### src/rtl/ins_fetch_queue.sv
// Instruction fetch queue between IF and ID: a small circular FIFO of {pc, ins, adel}
// with valid/ready on both sides. A flush empties it in one cycle, and an empty queue presents a NOP.
module ins_fetch_queue #(
    parameter int DEPTH = 4,
    parameter int CNT_W = $clog2(DEPTH) + 1
) (
    input  logic             clk,
    input  logic             resetn,
    input  logic             flush,
    input  logic             in_valid,
    output logic             in_ready,
    input  logic [31:0]      in_pc,
    input  logic [31:0]      in_ins,
    input  logic             in_adel,
    output logic             out_valid,
    input  logic             out_ready,
    output logic [31:0]      out_pc,
    output logic [31:0]      out_ins,
    output logic             out_adel,
    output logic [CNT_W-1:0] count
);

    localparam int PTR_W = $clog2(DEPTH);

    logic [31:0]      pc_mem  [DEPTH];
    logic [31:0]      ins_mem [DEPTH];
    logic [DEPTH-1:0] adel_mem;
    logic [PTR_W-1:0] rptr;
    logic [PTR_W-1:0] wptr;
    logic             push;
    logic             pop;

    // in_ready depends on occupancy only, so a full queue refuses a push even when a pop happens in the same cycle
    assign in_ready  = (count != CNT_W'(DEPTH));
    assign out_valid = (count != '0);
    assign push      = in_valid & in_ready;
    assign pop       = out_valid & out_ready;

    always_ff @(posedge clk) begin
        if (!resetn) begin
            rptr  <= '0;
            wptr  <= '0;
            count <= '0;
        end else if (flush) begin
            rptr  <= '0;
            wptr  <= '0;
            count <= '0;
        end else begin
            if (push) wptr <= wptr + PTR_W'(1);
            if (pop)  rptr <= rptr + PTR_W'(1);
            if (push && !pop)      count <= count + CNT_W'(1);
            else if (pop && !push) count <= count - CNT_W'(1);
        end
    end

    // Storage needs no reset: outputs are masked whenever the queue is empty
    always_ff @(posedge clk) begin
        if (resetn && !flush && push) begin
            pc_mem[wptr]   <= in_pc;
            ins_mem[wptr]  <= in_adel ? 32'h0 : in_ins;
            adel_mem[wptr] <= in_adel;
        end
    end

    always_comb begin
        out_pc   = 32'h0;
        out_ins  = 32'h0;
        out_adel = 1'b0;
        if (out_valid) begin
            out_pc   = pc_mem[rptr];
            out_ins  = ins_mem[rptr];
            out_adel = adel_mem[rptr];
        end
    end

endmodule

### config.mk
export PLATFORM = sky130hd
export DESIGN_NAME = ins_fetch_queue
export DESIGN_NICKNAME = d
export VERILOG_FILES = /design/src/rtl/ins_fetch_queue.sv
export SDC_FILE = /design/constraint.sdc
export NUM_CORES = 1
export LEC_CHECK = 0
export ABC_CLOCK_PERIOD_IN_PS = 8780
export BUFFER_PORTS_ARGS = -buffer_cell sky130_fd_sc_hd__buf_2
export CORE_ASPECT_RATIO = 1.4
export CORE_UTILIZATION = 50
export DETAILED_ROUTE_END_ITERATION = 16
export PLACE_DENSITY = 0.72
export SLEW_MARGIN = 5
export SYNTH_ARGS = -nofsm -noshare
export SYNTH_HDL_FRONTEND = slang
export SYNTH_SLANG_ARGS = --single-unit
### constraint.sdc
create_clock -name clk -period 8.78 [get_ports clk]
set_input_delay 1.756 -clock clk [delete_from_list [all_inputs] [get_ports clk]]
set_output_delay 1.756 -clock clk [all_outputs]
set_load 0.01 [all_outputs]
* Yosys cells after proc, flatten, opt, wreduce, memory -nomap -nowiden
Memories as Yosys holds them, arrays and structs flattened. A register that Yosys moved wholly into a read port is not among the register bits. Index checks and enable logic that the tools add are counted.
Cells by class: $add $sub $neg 4, order comparisons 3, eq/ne operators 1, muxes and demuxes 17, bitwise logic cells 3, reduce and logical (&&, ||, !) cells 11
Operators by type and width (number):
- 32-bit two-way mux | 3
- 2-bit two-way mux | 4
- 2-bit by 3-bit < comparator with 1-bit output (second input constant) | 2
- 3-bit two-way mux | 2
- 1-bit logical AND | 5
- 1-bit two-way mux | 5
- 2-bit by 1-bit adder with 2-bit output (second input constant) | 2
- 4-bit bitwise mux | 1
- 3-bit by 1-bit adder with 3-bit output (second input constant) | 1
- 1-bit logical NOT | 3
- 3-bit != test (second input constant) | 1
- 3-bit nonzero test | 1
- 3-bit by 1-bit subtractor with 3-bit output (second input constant) | 1
- 1-bit AND | 2
- 1-bit binary-select mux with 2-bit select | 1
- 1-bit demux with 2-bit select | 1
- 2-bit by 1-bit greater-or-equal comparator with 1-bit output (second input constant) | 1
- 2-bit nonzero test | 1
- 2-bit OR reduction | 1
- 1-bit inverter | 1
Word-level totals: register bits 11, RAM bits 256, bits of input ports 70, output and inout port bits 70, logic and storage cells 45, memories 2
Memory list:
- ins_mem | depth 4, width 32, read ports 1, clocked after memory_dff 1, write ports 1, line 26 | logic [31:0] ins_mem [DEPTH];
- pc_mem | depth 4, width 32, read ports 1, clocked after memory_dff 1, write ports 1, line 25 | logic [31:0] pc_mem [DEPTH];

* Longest topological paths before layout
depth in word-level cells 6, gate-level depth with buffers 9, mapped depth without buffers 8

* Worst setup path before layout
No wires, ideal clock.
kind input -> register, start input port resetn, end register adel_mem[0], enable pin, library setup time 0.430 ns, arrival time 3.649 ns, path slack 4.700 ns, cell stages on the path 2, buffers on the path 0, path through nor2b_1 -> and3_1
Between the ends: cells in the longest elaborated chain, start to end 2
Ends and longest elaborated chain:
- start, declared | line 8 | input logic resetn,
- 1-bit logical AND (2 in a row) | line 58 | if (resetn && !flush && push) begin
- end signal, assigned by index | line 61 | adel_mem[wptr] <= in_adel;
- end, declared | line 27 | logic [DEPTH-1:0] adel_mem;
No other way between the ends. A chain may end at the register's enable or synchronous reset.

==> summary.md <==
| Metric | Value |
|---|---|
| Post-Synth Simple-Gate Area | `under 10%` |
| CP cell instances | `buf_4, mux4_2, and2_1, buf_2` |
| Syn-to-layout area delta | `15.64%` |
| Peak VDD IR | `~0.19 mV` |
| Vias in the first global route | `5,613` |
| Leakage Power | `approximately 4.2 nW` |
| Port buffer count | `~140` |
| Post-Route WL | `approximately 19 mm` |
| Wirelength per Cell | `20.84 um` |
| Status | `complete, no violations` |
| Skew final | `around 0.012 ns` |
| Synth area leader | `edfxtp_1` |
| Drt pass-1 iters | `4` |
| Setup CP Type | `reg2out` |
| Commonest non-fill, non-tap cell in the layout | `edfxtp_1` |
| Post-route ant nets | `0` |
| Worst-path clk slew | `0.07 ns` |
| Clock Tree Root | `clkbuf_16` |
| Final count of negative-setup-slack endpoints | `0` |
| Starting Density | `roughly half` |
| Number of distinct library cells after synthesis | `28` |
| Max-cap violations | `0` |
| Setup Buffers After CTS | `0` |
| Core area | `just over 20,000 um2` |
| # DRC | `0` |
| Max_slew headroom | `approximately a quarter` |
| Filler cells | `around 1,500` |
| CP max-delay cell | `buf_4` |
| Post-DP HPWL | `~10 mm` |
| Worst Tran Pin Value | `approximately 1.1 ns` |
| Num ports | `140` |
| First DRT Iteration DRCs | `~450` |
| CTS tree | `yes` |
| Largest net degree at the start of global routing | `67` |
| TritonCTS buffer count | `24` |
| Hold Path Class | `reg2reg` |
| PD cells | `~220 nW/um2` |
| WP buf/inv | `2` |
| RSZ-0062 raised after global routing | `false` |
| Antenna Cells | `0` |
| Final core utilization | `59.07%` |
| Worst-Skew Late Latency | `0.51 ns` |
| Setup TNS | `0 ns` |
| Register bit total from synthesis | `~270` |
| Post-Syn Area | `10,500 um2` |
| CP Data Required Time | `7.02 ns` |
| First-pass GRT wire length | `between 30 and 40 mm` |
| Compound-gate portion of the synthesized area | `less than 1%` |
| Antenna violations before repair | `1` |
| Delay-heaviest family, CP | `buffers and inverters` |
| Final Hold Viols | `0` |
| Fraction of layout cells with a size suffix above 1 | `37.63%` |
| WHS Path Cells | `2` |
| Largest family of logic cells by synthesized area | `multiplexers` |
| Commonest cells after routing, fill and taps aside | `260 x edfxtp_1, 139 x buf_2, 65 x mux4_2, 65 x and2_1, 33 x nor2b_1` |
| Via count | `roughly 5,000` |
| Clock buffer depth | `3` |
| Mux cell area share after synthesis | `14.04%` |
| Syn_nets | `570` |
| Critical path launch point type | `register` |
| Critical path depth | `4` |
| Critical Path Max Stage Delay | `approximately 0.86 ns` |
| Remaining Overflow, GRT | `0` |
| R2R cell count | `8` |
| Clock sinks | `roughly 270` |
| Die width | `about 120 um` |
| Die Y | `roughly 170 um` |
| Post-Synth XOR/XNOR Area | `less than 1%` |
| H-tree depth | `1` |
| Cells after synthesis | `around 500` |
| CP Data Arrival Time | `2.86 ns` |
| Synth warnings | `0` |
| Top area cells in the synthesized netlist | `edfxtp_1 74%, mux4_2 14%, and2_1 3.9%, nor2b_1 2.0%, dfxtp_1 1.7%` |
| Final min period | `between 4 and 5 ns` |
| Max Fclk | `about 0.22 GHz` |
| RD Place Congestion | `about 0.7` |
| Crit end category | `output pin` |
| Adder-cell share of the synthesized area | `0.7864%` |
| DIE AREA | `21,590 um2` |
| All-layer global routing usage | `a little under a fifth` |
| Register area share after synthesis | `about 76%` |
| Synth top area share | `between 70 and 80%` |
| Max Slew Vio Count | `0` |
| Final layout net count | `711` |
| Via density | `approximately 5.5` |
| Fin crit share | `a little over half` |
| Cts hold-fix bufs | `0` |
| Worst-path maximum fanout | `54` |
| Syn_area_per_cell | `around 21 um2` |
| Post_cts resized | `0` |
| Cell Rows | `a little over 60` |
-- logic make-up after synthesis --
| group | Yosys count |
|---|---|
| XOR/XNOR | 4 |
| AO/OA/AOI/OAI | 6 |
| buffers and inverters | 28 |
| multiplexers | 66 |
| adder cells (fa/ha/maj) | 6 |
| flip-flops | 269 |
| AND/OR/NAND/NOR | 115 |
-- worst paths after layout --
kind / start / to / slack (ns)
worst max register to register: count[0]$_SDFFE_PP0P_ / count[2]$_SDFFE_PP0P_ / 6.56
worst max-delay path: register / out_ins[7] / 4.17
worst min register to register: wptr[0]$_SDFFE_PP0P_ / wptr[0]$_SDFFE_PP0P_ / 0.53
worst min-delay path: wptr[0]$_SDFFE_PP0P_ / wptr[0]$_SDFFE_PP0P_ / 0.53
-- worst register-to-register path: cells and delay by family (launching register included) --
| family | cells | cell delay [ns] |
|---|---|---|
| compound gates | 1 | 0.16 |
| xor+xnor | 1 | 0.18 |
| fa+ha+maj | 2 | 0.56 |
| buf+inv | 1 | 0.06 |
| flops | 1 | 0.47 |
| simple gates | 3 | 0.73 |
-- cell type report --
type | count | area (um2) | share of cell area (%)
Multi-Input combinational cell | 197 | 2369 | 19.50
Inverter | 3 | 11.26 | 0.09273
Timing Repair Buffer | 140 | 703.2 | 5.790
Tap cell | 256 | 320.3 | 2.638
Clock inverter | 12 | 101.3 | 0.8345
Sequential cell | 269 | 7995 | 65.84
Clock buffer | 30 | 644.4 | 5.306
-- metal layers --
layer  up-vias  track usage (%)  wire length [um]
met5         -                0                11
met1      2570            22.45              7436
li1       2249                -                 -
met2       141            32.99             10220
met3        30            2.870               842
met4         2            5.673               384
-- flip-flops by register name, summed over array words and instances (netlist names), named ones only --
signal and flops:
adel_mem 4, count 3, ins_mem 128, pc_mem 128, rptr 2, wptr 2
-- synthesized netlist by cell type --
cell type  number
o31ai_2         1
buf_2           4
nor2_1          5
fa_1            1
and2_1         65
mux2i_1         1
nor2b_1        33
xor2_1          4
buf_6           7
and2_4          1
clkbuf_1       13
or3b_4          1
nand2b_1        1
o21ai_0         1
mux4_2         65
dfxtp_1         9
edfxtp_1      260
and3_1          4
o311ai_0        1
inv_1           3
buf_4           1
o21ai_1         1
nand4_1         2
ha_1            5
a21oi_1         1
or3_1           2
o31ai_1         1
nand2_1         1
-- power breakdown --
group / switching (mW) / leakage [nW] / internal, mW / total, mW
clock: 0.434 / 0.365 / 0.575 / 1.01
combinational: 0.128 / 1.35 / 0.102 / 0.231
sequential: 0.00888 / 2.44 / 1.42 / 1.43
-- metrics by stage --
stage / instances / hold WS (ns) / area (um2) / setup WS [ns] / total power [mW]
global route: 907 / 0.5334 / 12140 / 3.913 / 2.768
floorplan: 494 / 0.4623 / 10500 / 4.700 / 1.600
detailed placement: 865 / 0.5146 / 11400 / 4.588 / 1.696
finish: 907 / 0.5333 / 12140 / 4.166 / 2.674
global placement: 865 / 0.4704 / 11400 / 4.587 / 1.691
CTS: 907 / 0.5243 / 12140 / 4.042 / 2.698
No activity file was read; power rests on OpenSTA's default activity.
